===== config.mk =====
export PLATFORM = sky130hd
export DESIGN_NAME = mips32_fetch_queue
export DESIGN_NICKNAME = d
export VERILOG_FILES = /design/src/rtl/mips32_fetch_queue.sv
export SDC_FILE = /design/constraint.sdc
export NUM_CORES = 1
export LEC_CHECK = 0
export CORE_MARGIN = 2
export CORE_UTILIZATION = 37
export DETAILED_ROUTE_END_ITERATION = 6
export GPL_TIMING_DRIVEN = 0
export PLACE_DENSITY = 0.7
export SETUP_SLACK_MARGIN = 0.4
export SYNTH_ARGS = -nofsm -noshare
export SYNTH_HDL_FRONTEND = slang
export SYNTH_SLANG_ARGS = --single-unit

===== constraint.sdc =====
create_clock -name clk1 -period 12.2 [get_ports clk1]
set_input_delay 2.44 -clock clk1 [delete_from_list [all_inputs] [get_ports clk1]]
set_output_delay 2.44 -clock clk1 [all_outputs]
set_load 0.02 [all_outputs]

===== src/rtl/mips32_fetch_queue.sv =====
// Instruction-fetch stage: issues word reads to instruction memory, buffers returned
// words with their NPC in a small FIFO and hands them to decode over valid/ready.
module mips32_fetch_queue #(
    parameter int          AW     = 10,
    parameter int          DEPTH  = 4,
    parameter logic [5:0]  HLT_OP = 6'h3f
) (
    input  logic                       clk1,
    input  logic                       rst,
    output logic                       imem_rd,
    output logic [AW-1:0]              imem_addr,
    input  logic [31:0]                imem_data,
    input  logic                       redirect,
    input  logic [31:0]                redirect_pc,
    output logic                       id_valid,
    input  logic                       id_ready,
    output logic [31:0]                id_ir,
    output logic [31:0]                id_npc,
    output logic                       halted_fetch,
    output logic [$clog2(DEPTH+1)-1:0] occupancy
);

    localparam int PW = $clog2(DEPTH);
    localparam int CW = $clog2(DEPTH+1);

    logic [31:0]   pc;
    logic [31:0]   tag;
    logic          inflight;
    logic          halted;
    logic [PW-1:0] rd_ptr;
    logic [PW-1:0] wr_ptr;
    logic [CW-1:0] count;
    logic [31:0]   fifo_ir  [DEPTH];
    logic [31:0]   fifo_npc [DEPTH];

    logic [CW:0]   credit_used;
    logic          issue;
    logic          push;
    logic          pop;
    logic          push_is_hlt;

    // Handshake: a word moves to ID in any cycle where id_valid && id_ready are
    // both high; id_ir/id_npc stay stable while id_valid is high and id_ready low.

    // Outstanding credit counts both buffered words and the one fetch in flight,
    // so a response always finds a free slot.
    assign credit_used = (CW+1)'(count) + (CW+1)'(inflight);
    assign issue       = !rst && !halted && !redirect && (credit_used < (CW+1)'(DEPTH));
    assign push        = inflight && !halted && !redirect;
    assign pop         = id_valid && id_ready;
    assign push_is_hlt = (imem_data[31:26] == HLT_OP);

    assign imem_rd      = issue;
    assign imem_addr    = pc[AW-1:0];
    assign id_valid     = (count != '0) && !redirect;
    assign id_ir        = fifo_ir[rd_ptr];
    assign id_npc       = fifo_npc[rd_ptr];
    assign halted_fetch = halted;
    assign occupancy    = count;

    always_ff @(posedge clk1 or posedge rst) begin
        if (rst) begin
            pc       <= '0;
            tag      <= '0;
            inflight <= 1'b0;
            halted   <= 1'b0;
            rd_ptr   <= '0;
            wr_ptr   <= '0;
            count    <= '0;
            for (int i = 0; i < DEPTH; i++) begin
                fifo_ir[i]  <= '0;
                fifo_npc[i] <= '0;
            end
        end else if (redirect) begin
            pc       <= redirect_pc;
            inflight <= 1'b0;
            halted   <= 1'b0;
            rd_ptr   <= '0;
            wr_ptr   <= '0;
            count    <= '0;
        end else begin
            inflight <= issue;
            if (issue) begin
                pc  <= pc + 32'd1;
                tag <= pc;
            end
            if (push) begin
                fifo_ir[wr_ptr]  <= imem_data;
                fifo_npc[wr_ptr] <= tag + 32'd1;
                wr_ptr           <= wr_ptr + PW'(1);
                if (push_is_hlt) begin
                    halted <= 1'b1;
                end
            end
            if (pop) begin
                rd_ptr <= rd_ptr + PW'(1);
            end
            case ({push, pop})
                2'b10:   count <= count + CW'(1);
                2'b01:   count <= count - CW'(1);
                default: count <= count;
            endcase
        end
    end

endmodule


Word level (Yosys, flattened, before mapping)
Index checks and enable logic that the tools add are counted.
{"block": "word_totals", "out_inout_bits": 80, "input_bits": 68, "ff_bits": 329}
{"block": "op_classes", "n_reduce_logical": 20, "n_eq_ne": 3, "bitwise_logic": 3, "magnitude_cmp": 4, "muxes": 22, "add_sub_neg": 7}
{"op": "bitwise mux 128 bit", "n": 2}
{"op": "two-way mux 32 bit", "n": 7}
{"op": "binary-select mux 32 bit (select 2 bit)", "n": 2}
{"op": "adder 32 x 1 -> 32 bit (second input constant)", "n": 2}
{"op": "demux 32 bit (select 2 bit)", "n": 1}
{"op": "logical AND 1 bit", "n": 8}
{"op": "two-way mux 2 bit", "n": 4}
{"op": "nonzero test 2 bit", "n": 4}
{"op": "== test 6 bit (second input constant)", "n": 1}
{"op": "greater-or-equal comparator 3 bit (second input constant)", "n": 2}
{"op": "NOT 2 -> 3 bit", "n": 2}
{"op": "one-hot mux 3 bit (2 select lines)", "n": 1}
{"op": "AND reduction 2 bit", "n": 3}
{"op": "nonzero test 3 bit", "n": 2}
{"op": "adder 2 x 1 -> 2 bit (second input constant)", "n": 2}
{"op": "adder 3 x 1 -> 4 bit", "n": 1}
{"op": "less-than comparator 4 x 3 -> 1 bit (second input constant)", "n": 1}
{"op": "two-way mux 1 bit", "n": 4}
{"op": "adder 3 x 1 -> 3 bit (second input constant)", "n": 1}
{"op": "zero test 1 bit", "n": 3}
{"op": "less-than comparator 3 x 1 -> 1 bit (second input constant)", "n": 1}
{"op": "two-way mux 3 bit", "n": 1}
{"op": "subtractor 3 x 1 -> 3 bit (second input constant)", "n": 1}
{"op": "== test 2 x 1 -> 1 bit (second input constant)", "n": 1}
{"op": "2 further kinds", "n": 2}

Logic depth before layout (Yosys ltp)
{"block": "depth", "word_depth": 6, "ltp_mapped": 9}

Worst setup path before layout
Ideal clock, no wire load.
{"block": "synth_path", "path_kind": "input to output", "from": "input redirect", "to": "output imem_rd", "stages": 7, "path_slack_ns": 5.981, "n_path_buf": 4, "arrival_time_ns": 3.779, "required_time_ns": 9.760, "path_cell_list": "or4_1 a31o_1 buf_6 inv_6 buf_8 buf_6 buf_2"}
{"block": "synth_between", "elab_chain_cells": 3}
{"item": "start: declaration", "line": "13", "text": "input logic redirect,"}
{"item": "zero test 1 bit", "line": "48", "text": "assign issue = !rst && !halted && !redirect && (credit_used < (CW+1)'(DEPTH));"}
{"item": "logical AND 1 bit (2 in series)", "line": "48"}
{"item": "end: declaration", "line": "10", "text": "output logic imem_rd,"}
Every way passes these cells.

Worst setup path after layout
{"block": "layout_path", "from": "input rst", "to": "output imem_rd"}
{"block": "layout_between", "elab_chain_cells": 4}
{"item": "start: declaration", "line": "9", "text": "input logic rst,"}
{"item": "zero test 1 bit (no line)"}
{"item": "logical AND 1 bit (3 in series)", "line": "48"}
Every way passes these cells.

==> reports/metrics.cfg <==
[cts]
cts_root_buf=clkbuf_16
clk_path_buf_depth=3
htree_num_levels=2
clk_pin_slew_ns=0.06
postCtsSetupBuffers=0
cts_tree=built
cts-resized-gates=0
cts_buffers=35
worstSkewPairLatency_ns=0.54
cts_hold_buf=0
clkSinkCount=329

[global_routing]
use_met2_pct=32.13
grt-ovfl-total=0
grt_use_total_pct=19.46
use_met3_pct=4.131
grt_pass1_vias=11770
grt_pass1_wl_um=64560
busiest_layer=met2
grt_max_degree=132
grt_antenna_before_repair=0
use_met1_pct=25.62

[sta]
finalCritPeriodShare_pct=61.60
worst-slew-pin-transition_ns=0.9683
final_max_slew_viol_count=0
timing.hold.ws_ns=0.4678
slew_headroom_pct=35.45
post-route-min-period_ns=7.515
finalClockSkew_ns=0.02023
layout_setup_ws_ns=4.685
rsz0062_at_grt=false
max_freq_ghz=0.1331
setup_viol=0
hold_violations=0
tns_ns=0

[cells_and_area]
fin_area_mm2=0.01844
drive_above_1_share_pct=14.20
utilization_pct=45.47
nNetsFinal=1678
final_cells=2159
antenna-diode-count=0
syn2layout_area_growth_pct=22.07

[synth]
synth_ff_type=dfrtp_1
syn-cell-area_mm2=0.01511
ys_warn_count=0
synthCells=1417
yosysUniqueCellTypes=50
synth_nets=1492
yosysMostFrequentCell=nand2_1
yosys.area.top_type=dfrtp_1
ys_seq_elements=329
synth_area_per_cell_um2=10.66
synth_top_area_share_pct=54.50
synthArstFlopShare_pct=100.0
yosysSeqAreaShare_pct=54.50
synth_common_cells=nand2_1 (380), dfrtp_1 (329), nor2_1 (105), a21oi_1 (86), o21ai_0 (69)
synth_edf_count=0
synth_area_leaders=dfrtp_1 (55%), mux4_2 (9.5%), nand2_1 (9.4%)

[critical_path]
cp-startpoint=rst
crit_arrival_ns=5.08
worstSetupStartpointType=primary input
crit_path_max_fanout=10
crit_type=primary input to output pin
cp_data_required_time_ns=9.76
cp-end-kind=output pin
r2r-start=inflight$_DFF_PP0_

[placed_design]
portBuffers=147
placed_area_mm2=0.01731
post-dp-hpwl_um=28100
dp.cells=2098
gp_congestion=0.8597
dp_slack_ns=4.676

[detailed_routing]
wire_per_inst_um=18.85
ant_nets=0
drt-initial-drc-count=913
wl_um=40700
vias=11500
firstDrtPassIters=6
drcViolationCount=0
viasPerCell=5.326

[power]
p_per_area_mw_per_mm2=185.5
ir_drop_uv=116.5
p_leak_nw=8.028
design_power_total_mw=3.420

[floorplan]
die_w_um=206.1
dieArea_mm2=0.04246
core_area_mm2=0.04055
ios=148
row_count=74
die_y_um=206.1
initial_utilization_pct=37.25

[worst_hold_path]
min_from=fifo_ir[37]$_DFFE_PP0P_
hold_path.class=flop to flop

[flow_run]
cap_violations=0

[run_status]
outcome=completed

==> state kept, by name, summed over array words and instances (netlist names) <==
register / cells
halted_fetch: 1
rd_ptr: 2
inflight: 1
fifo_ir: 128
wr_ptr: 2
fifo_npc: 128
tag: 32
pc: 32
occupancy: 3
==> area by class of cell <==
| type | count | area [um^2] |
|---|---|---|
| Tap cell | 532 | 665.6 |
| Sequential cell | 329 | 8233 |
| Multi-Input combinational cell | 974 | 6349 |
| Timing Repair Buffer | 149 | 1526 |
| Clock buffer | 48 | 996.0 |
| Buffer | 103 | 478.0 |
| Clock inverter | 13 | 138.9 |
| Fill cell | 3741 | 22110 |
| Inverter | 11 | 53.80 |
==> power breakdown <==
group          leakage (nW)  internal (mW)  switching, mW  total [mW]
registers              4.19           1.32          0.150        1.47
logic                  3.27          0.447          0.439       0.886
clock network         0.561          0.618          0.443        1.06
==> routing by layer <==
metal | routed length, um | vias to the layer above
met5 | 0 | -
met4 | 1053 | 0
met3 | 3231 | 77
met2 | 19600 | 421
met1 | 16810 | 5737
li1 | - | 5263
==> path summary, 6_finish.rpt <==
kind / to / slack [ns] / depth (start not counted)
worst max-delay path: imem_rd / 4.68 / 9
worst min-delay path: fifo_ir[37]$_DFFE_PP0P_ / 0.47 / 2
worst max register to register: fifo_npc[82]$_DFFE_PP0P_ / 9.38 / 7
worst min register to register: fifo_ir[37]$_DFFE_PP0P_ / 0.47 / 2
max in group asynchronous: fifo_ir[127]$_DFFE_PP0P_ / 8.20 / 4
min in group asynchronous: occupancy[0]$_DFFE_PP0P_ / 2.41 / 2
==> worst max-delay path: stages <==
cell and delay [ns]:
clkdlybuf4s50_1 0.50, or4_1 0.45, a31o_1 0.26, buf_6 0.17, inv_6 0.06, buf_8 0.14, buf_6 0.16, buf_2 0.22
clkdlybuf4s50_1 0.66
==> kinds of logic (layout without fill, tap and decap cells) <==
family                     count (synthesis)  after routing  synth area share [%]
AOI/OAI and AO/OA                        201            201                 7.620
buffers and inverters                    114            324                 3.471
and+or+nand+nor                          596            596                 16.95
xor gates and xnor gates                  35             35                 2.029
muxes                                    135            135                 14.80
adders and majority gates                  7              7                0.6295
DFF                                      329            329                 54.50
==> layout by cell type (no fill, tap or decap), types with 3 or more instances in the layout <==
cell / n
nor3_1: 5
and2_1: 6
a31oi_1: 7
or4_1: 6
o311ai_1: 7
buf_1: 12
nand2b_1: 3
mux4_2: 64
nor4_1: 5
inv_1: 9
dfrtp_1: 329
clkinv_2: 7
buf_2: 19
nand2_2: 4
ha_1: 6
a21oi_1: 86
o21ai_0: 69
nand2_1: 380
clkdlybuf4s50_1: 147
o311ai_0: 9
a221o_1: 3
nor2_1: 105
buf_4: 11
clkbuf_16: 36
a32oi_1: 3
and3_1: 18
nand3_1: 33
mux2i_1: 4
mux2_2: 67
and4_1: 7
o211ai_1: 9
nand4_1: 12
xor2_1: 19
xnor2_1: 16
clkbuf_1: 65
clkbuf_8: 5
No activity file was read; power rests on OpenSTA's default activity.
